[src/rtl/nios2_mul_pipe.sv]
// nios2_mul_pipe: three-stage pipelined multiplier for MUL/MULXUU/MULXSU/MULXSS.
// Split-half unsigned partial products, unsigned sum, then a signed fix-up on the high half.
module nios2_mul_pipe #(
  parameter int DATA_W = 32,
  parameter int TAG_W  = 5
) (
  input  logic              clk,
  input  logic              reset_n,
  input  logic              in_valid,
  output logic              in_ready,
  input  logic [DATA_W-1:0] in_src1,
  input  logic [DATA_W-1:0] in_src2,
  input  logic [1:0]        in_mode,
  input  logic [TAG_W-1:0]  in_tag,
  input  logic              flush,
  output logic              out_valid,
  input  logic              out_ready,
  output logic [DATA_W-1:0] out_result,
  output logic [TAG_W-1:0]  out_tag
);

  localparam int H  = DATA_W / 2;
  localparam int PW = 2 * DATA_W;

  generate
    if ((DATA_W % 2) != 0 || DATA_W < 8 || DATA_W > 64) begin : g_bad_w
      $error("nios2_mul_pipe: DATA_W must be even and within 8..64");
    end
  endgenerate

  logic adv;
  logic take;
  logic s1_v, s2_v, s3_v;

  logic [H-1:0] a_lo, a_hi, b_lo, b_hi;
  logic [DATA_W-1:0] pp_ll, pp_lh, pp_hl, pp_hh;
  logic neg1, neg2;

  logic [DATA_W-1:0] s1_ll, s1_lh, s1_hl, s1_hh;
  logic [DATA_W-1:0] s1_a, s1_b;
  logic [1:0]        s1_mode;
  logic [TAG_W-1:0]  s1_tag;
  logic              s1_neg1, s1_neg2;

  logic [PW-1:0]     s2_p;
  logic [DATA_W-1:0] s2_a, s2_b;
  logic [1:0]        s2_mode;
  logic [TAG_W-1:0]  s2_tag;
  logic              s2_neg1, s2_neg2;

  logic [DATA_W-1:0] hi_fix;

  // the whole pipe moves together; a stalled output freezes every stage
  assign adv       = ~s3_v | out_ready;
  assign in_ready  = adv & ~flush & reset_n;
  assign take      = in_valid & in_ready;
  assign out_valid = s3_v;

  assign a_lo = in_src1[H-1:0];
  assign a_hi = in_src1[DATA_W-1:H];
  assign b_lo = in_src2[H-1:0];
  assign b_hi = in_src2[DATA_W-1:H];

  assign pp_ll = {{H{1'b0}}, a_lo} * {{H{1'b0}}, b_lo};
  assign pp_lh = {{H{1'b0}}, a_lo} * {{H{1'b0}}, b_hi};
  assign pp_hl = {{H{1'b0}}, a_hi} * {{H{1'b0}}, b_lo};
  assign pp_hh = {{H{1'b0}}, a_hi} * {{H{1'b0}}, b_hi};

  // src1 is signed for MULXSU/MULXSS, src2 only for MULXSS
  assign neg1 = in_mode[1] & in_src1[DATA_W-1];
  assign neg2 = (&in_mode) & in_src2[DATA_W-1];

  // a negative signed operand weighs -2^DATA_W more than its unsigned
  // reading, so only the high half needs the other operand subtracted
  assign hi_fix = s2_p[PW-1:DATA_W]
                - (s2_neg1 ? s2_b : '0)
                - (s2_neg2 ? s2_a : '0);

  // stage valid bits: cleared by reset or flush, shifted on advance
  always_ff @(posedge clk) begin
    if (!reset_n || flush) begin
      s1_v <= 1'b0;
      s2_v <= 1'b0;
      s3_v <= 1'b0;
    end else if (adv) begin
      s1_v <= take;
      s2_v <= s1_v;
      s3_v <= s2_v;
    end
  end

  // S1/S2 data: loaded on advance, no reset needed
  always_ff @(posedge clk) begin
    if (adv) begin
      s1_ll   <= pp_ll;
      s1_lh   <= pp_lh;
      s1_hl   <= pp_hl;
      s1_hh   <= pp_hh;
      s1_a    <= in_src1;
      s1_b    <= in_src2;
      s1_mode <= in_mode;
      s1_tag  <= in_tag;
      s1_neg1 <= neg1;
      s1_neg2 <= neg2;
      s2_p    <= {{DATA_W{1'b0}}, s1_ll}
               + {{H{1'b0}}, s1_lh, {H{1'b0}}}
               + {{H{1'b0}}, s1_hl, {H{1'b0}}}
               + {s1_hh, {DATA_W{1'b0}}};
      s2_a    <= s1_a;
      s2_b    <= s1_b;
      s2_mode <= s1_mode;
      s2_tag  <= s1_tag;
      s2_neg1 <= s1_neg1;
      s2_neg2 <= s1_neg2;
    end
  end

  // S3 output registers: half select, cleared by reset
  always_ff @(posedge clk) begin
    if (!reset_n) begin
      out_result <= '0;
      out_tag    <= '0;
    end else if (adv) begin
      out_result <= (s2_mode == 2'b00) ? s2_p[DATA_W-1:0] : hi_fix;
      out_tag    <= s2_tag;
    end
  end

endmodule

[config.mk]
export PLATFORM = sky130hd
export DESIGN_NAME = nios2_mul_pipe
export DESIGN_NICKNAME = d
export VERILOG_FILES = /design/src/rtl/nios2_mul_pipe.sv
export SDC_FILE = /design/constraint.sdc
export NUM_CORES = 2
export LEC_CHECK = 0
export CORE_MARGIN = 2
export CORE_UTILIZATION = 46
export DETAILED_ROUTE_END_ITERATION = 8
export HOLD_SLACK_MARGIN = 0.03
export PLACE_DENSITY = 0.61
export SYNTH_ARGS = -nofsm -noshare
export SYNTH_HDL_FRONTEND = slang
export SYNTH_SLANG_ARGS = --single-unit
[constraint.sdc]
create_clock -name clk -period 14.4 [get_ports clk]
set_clock_uncertainty 0.05 [all_clocks]
set_input_delay 2.16 -clock clk [delete_from_list [all_inputs] [get_ports clk]]
set_output_delay 2.16 -clock clk [all_outputs]
set_load 0.01 [all_outputs]
# ---- Word-level counts from Yosys, hierarchy flattened
# Cells that the tools add are included.
dict set report totals {
  regBits 378
  out_inout_bits 39
  elab_cells 46
}
dict set report op_classes {
  add_sub_neg 5
  n_mul 4
  n_mux 3
  n_bitwise 8
  n_reduce_logical 4
}
# cell count
set ops {}
lappend ops {{16-bit by 16-bit multiplier with 32-bit output} 4}
lappend ops {{32-bit two-way mux} 3}
lappend ops {{50-bit by 64-bit adder with 64-bit output} 1}
lappend ops {{32-bit subtractor} 2}
lappend ops {{49-bit by 48-bit adder with 50-bit output} 1}
lappend ops {{32-bit by 48-bit adder with 49-bit output} 1}
lappend ops {{1-bit bitwise AND} 5}
lappend ops {{2-bit logical NOT} 1}
lappend ops {{1-bit NOT} 2}
lappend ops {{2-bit AND reduction} 1}
lappend ops {{1-bit logical NOT} 1}
lappend ops {{1-bit logical OR} 1}
lappend ops {{1-bit bitwise OR} 1}

# ---- Logic depth before layout (Yosys ltp)
dict set report logic_depth {
  word_depth 5
  mapped_depth 24
}

# ---- Worst setup path before layout
# No wires, ideal clock.
dict set report synth_path {
  path_type {input to register}
  from {input port out_ready}
  to {register out_result[11]}
  setup_ns 0.619
  arrival_time_ns 12.001
  path_slack_ns 1.731
  stages 4
  path_buffers 1
  path_cell_list {nor2b_1 -> clkinv_1 -> clkbuf_1 -> a311oi_1}
}
dict set report synth_via {
  elab_chain_len 1
}
# element line_no
set synth_lines {}
lappend synth_lines {{start, declared} 17} ;# input logic out_ready,
lappend synth_lines {{1-bit bitwise OR} 54} ;# assign adv = ~s3_v | out_ready;
lappend synth_lines {{end signal, assigned} 124} ;# out_result <= (s2_mode == 2'b00) ? s2_p[DATA_W-1:0] : hi_fix;
lappend synth_lines {{end, declared} 18} ;# output logic [DATA_W-1:0] out_result,
# No other way between the ends.
# A chain may end at the register's enable or synchronous reset.

# ---- Worst setup path in the final report
dict set report layout_path {
  from {input port in_src1[9]}
  to {register s1_ll[30], data pin}
}
dict set report layout_via {
  elab_chain_len 1
}
# element line_no
set layout_lines {}
lappend layout_lines {{start, declared} 11} ;# input logic [DATA_W-1:0] in_src1,
lappend layout_lines {{16-bit by 16-bit multiplier with 32-bit output} 64} ;# assign pp_ll = {{H{1'b0}}, a_lo} * {{H{1'b0}}, b_lo};
lappend layout_lines {{via pp_ll[30]} 36} ;# logic [DATA_W-1:0] pp_ll, pp_lh, pp_hl, pp_hh;
lappend layout_lines {{end signal, assigned} 95} ;# s1_ll <= pp_ll;
lappend layout_lines {{end, declared} 39} ;# logic [DATA_W-1:0] s1_ll, s1_lh, s1_hl, s1_hh;
# The timed path passes the listed nets, and every way through them passes these cells.

==> metrics.md <==
| Metric | Value |
|---|---|
| Global-route wire length before repair | `approximately 210000 µm` |
| Number of I/O port buffers | `between 100 and 150` |
| CP Class | `input port to flop` |
| Setup-failing EPs final | `0` |
| Ys Warns | `0` |
| Critical Path AT | `9320 ps` |
| Antenna viol nets, final | `0` |
| Synth top area cells | `fa_1, edfxtp_1, ha_1` |
| Post-place setup slack | `between 4000 and 5000 ps` |
| Net Count, Synth | `between 6000 and 7000` |
| TritonCTS clock tree | `built` |
| Post-CTS setup buffers | `0` |
| Global route overflow | `0` |
| CP Data Required Time | `14680 ps` |
| Mapped cell area | `0.05063 mm²` |
| FP Rows | `121` |
| Critical Path, Cell by Cell | `clkdlybuf4s50_1 -> buf_4 -> nand2_1 -> fa_1 -> fa_1 -> fa_1 -> fa_1 -> inv_1 -> fa_1 -> inv_1 -> fa_1 -> inv_1 -> ha_1 -> and3_1 -> a221oi_1 -> nand3_1 -> a21oi_1 -> o21ai_0 -> a2111oi_0 -> o21ai_0 -> a31oi_1 -> xnor2_1` |
| DRC violations left | `0` |
| Detailed Routing Iterations Pass 1 | `5` |
| Fin Setup TNS | `0 ps` |
| Inserted Clock Buffers | `45` |
| Largest net degree at the start of global routing | `207` |
| Sink Count | `378` |
| Clock-pin transition on the worst setup and hold timing paths | `60 ps` |
| Post-Route WL | `129700 µm` |
| Hold WC Path Type | `flop to flop` |
| R2R setup slack | `9730 ps` |
| Yosys top cell by area | `fa_1` |
| Critical path's largest stage delay | `730 ps` |
| Core area | `0.1090 mm²` |
| Area Overhead vs Synth | `8.131%` |
| Root Buffer | `clkbuf_16` |
| Cells after Synth | `roughly 5100` |
| Final-report max-slew violation count | `0` |
| Layout cell share with drive strength beyond 1 | `3.157%` |
| Io pins | `roughly 120` |
| Fin worst setup slack | `5365 ps` |
| Highest clock rate | `0.1107 GHz` |
| Hold buffers post-CTS | `0` |
| Fillers | `10070` |
| Number of H-tree levels | `2` |
| DR iter-0 viols | `2167` |
| Slew @ Worst Pin | `1141 ps` |
| Most used cell, CP | `fa_1` |
| Post-synthesis cell type count | `63` |
| Fraction of registers with async set/reset | `0%` |
| Outcome | `finished clean` |
| Die width | `335.8 µm` |
| Endpoints failing hold | `0` |
| Non-filler instance count after layout | `6578` |
| Post-cts resize count | `0` |
| Routed WL per cell | `roughly 20 µm` |
| CP max-delay cell | `a2111oi_0` |
| CP max FO | `33` |
| Relative slew slack | `a little under a quarter` |
| Fin crit share | `between 60% and 70%` |
| Max Buffers Root-to-Sink | `3` |
| Worst skew pair latency | `600 ps` |
| Vias in the first global route | `~36000` |
| Initial antenna violation count | `6` |
| RSZ-0062 raised after global routing | `false` |
| Die height | `between 300 and 400 µm` |
| Yosys top cell area share | `33.22%` |
| Mean Syn Cell Area | `around 9.9 µm²` |
| DP Cell Count | `6494` |
| Setup crit end kind | `flop` |
| Synth Flop Type | `edfxtp_1` |
| Synth Register Bits | `378` |
| Maxcap violations | `0` |
| Fin crit period | `9035 ps` |
| Initial core utilization | `a little under half` |
| Total number of vias | `35120` |
| DIE AREA | `between 0.1 and 0.15 mm²` |
| Vias per Instance | `5.339` |
| Nets | `6524` |
| GPL Wtd Cong | `0.8491` |
| CP Launch Type | `input port` |
| Register area share after synthesis | `21.63%` |
| Total Routing Usage GR | `23.61%` |
| Post-DP HPWL | `96600 µm` |
| Number of enable flip-flop cells after synthesis | `338` |
final timing paths:
kind	startpoint	endpoint	depth (start not counted)
setup / recovery	in_src1[9]	s1_ll[30]	22
setup reg to reg	s2_neg2	out_result[24]	16
hold reg to reg	s1_b[30]	s2_b[30]	0
hold / removal	s1_b[30]	s2_b[30]	0
Yosys cell counts (23+ instances only):
library cell	number
inv_1	948
fa_1	840
nand2_1	731
and2_1	490
ha_1	481
edfxtp_1	338
clkbuf_1	224
a21oi_1	176
xnor2_1	121
nor2_1	114
o21ai_0	102
a21o_1	91
xor2_1	52
dfxtp_1	40
nand3_1	38
nor3_1	30
and3_1	28
o21a_1	25
nand2b_1	23
cell type report:
cell class / instances / area [µm²] / share of cell area [%]
clock buffers: 55 / 1194 / 2.180
multi-input cells: 3568 / 35260 / 64.41
diodes: 1 / 2.502 / 0.004571
clock inverters: 28 / 311.5 / 0.5691
repair buffers: 185 / 1687 / 3.081
flip-flops and latches: 378 / 10950 / 20.00
well taps: 1414 / 1769 / 3.232
inverters: 949 / 3570 / 6.521
cell usage in the layout (no fill, tap or decap), types with 40 or more instances in the layout:
| cell type | netlist | layout |
|---|---|---|
| xnor2_1 | 121 | 121 |
| a21oi_1 | 176 | 176 |
| ha_1 | 481 | 481 |
| inv_1 | 948 | 948 |
| xor2_1 | 52 | 52 |
| and2_1 | 490 | 490 |
| fa_1 | 840 | 840 |
| nor2_1 | 114 | 113 |
| edfxtp_1 | 338 | 338 |
| nand2_1 | 731 | 731 |
| clkbuf_16 | 0 | 45 |
| a21o_1 | 91 | 91 |
| clkdlybuf4s50_1 | 0 | 114 |
| buf_4 | 0 | 70 |
| o21ai_0 | 102 | 102 |
| dfxtp_1 | 40 | 40 |
flip-flops by register name (all words and copies together) (netlist names), 2 cells and up:
signal      count
s1_lh          32
s1_ll          32
s2_p           64
s1_hh          32
s1_mode         2
s1_b           32
out_result     32
s2_b           32
s1_a           32
s1_tag          5
s2_tag          5
s2_a           32
out_tag         5
s2_mode         2
s1_hl          32
cell families (layout without fill, tap and decap cells):
kind of cell,count (synthesis),in the layout,synth area share (%)
AND/OR/NAND/NOR,1518,1518,14.48
XOR/XNOR,173,173,2.993
other,0,1,0
buffers and inverters,1178,1217,8.734
multiplexers,1,1,0.02224
flip-flops,378,378,21.63
AO/OA/AOI/OAI,555,555,7.036
adder cells (fa/ha/maj),1321,1321,45.10
layer usage:
layer | GRT usage [%] | share of wire [%] | routed length, µm
met4 | 4.732 | 1.9 | 2428
met1 | 33.38 | 44 | 57600
met2 | 39.37 | 48 | 62250
met5 | 0 | 0.027 | 35
met3 | 2.722 | 5.7 | 7425
stage by stage:
stage / cell area, µm² / util, % / hold WS [ps]
floorplan: 50630 / - / 350.3
global placement: 53240 / 48.84 / 350.8
detailed placement: 53240 / 48.84 / 354.5
CTS: 54740 / 50.22 / 338.1
global route: 54740 / 50.22 / 347.0
finish: 54740 / 50.22 / 345.7
worst max-delay path: cells and delay by family:
family,cells,cell delay (ps)
adder cells (fa/ha/maj),7,3390
AO/OA/AOI/OAI,6,2110
buffers and inverters,5,1070
AND/OR/NAND/NOR,3,470
XOR/XNOR,1,90
Power is left out: the tool's default activity adds up to more than one toggle a clock period on the data nets, which glitch-free logic cannot reach.
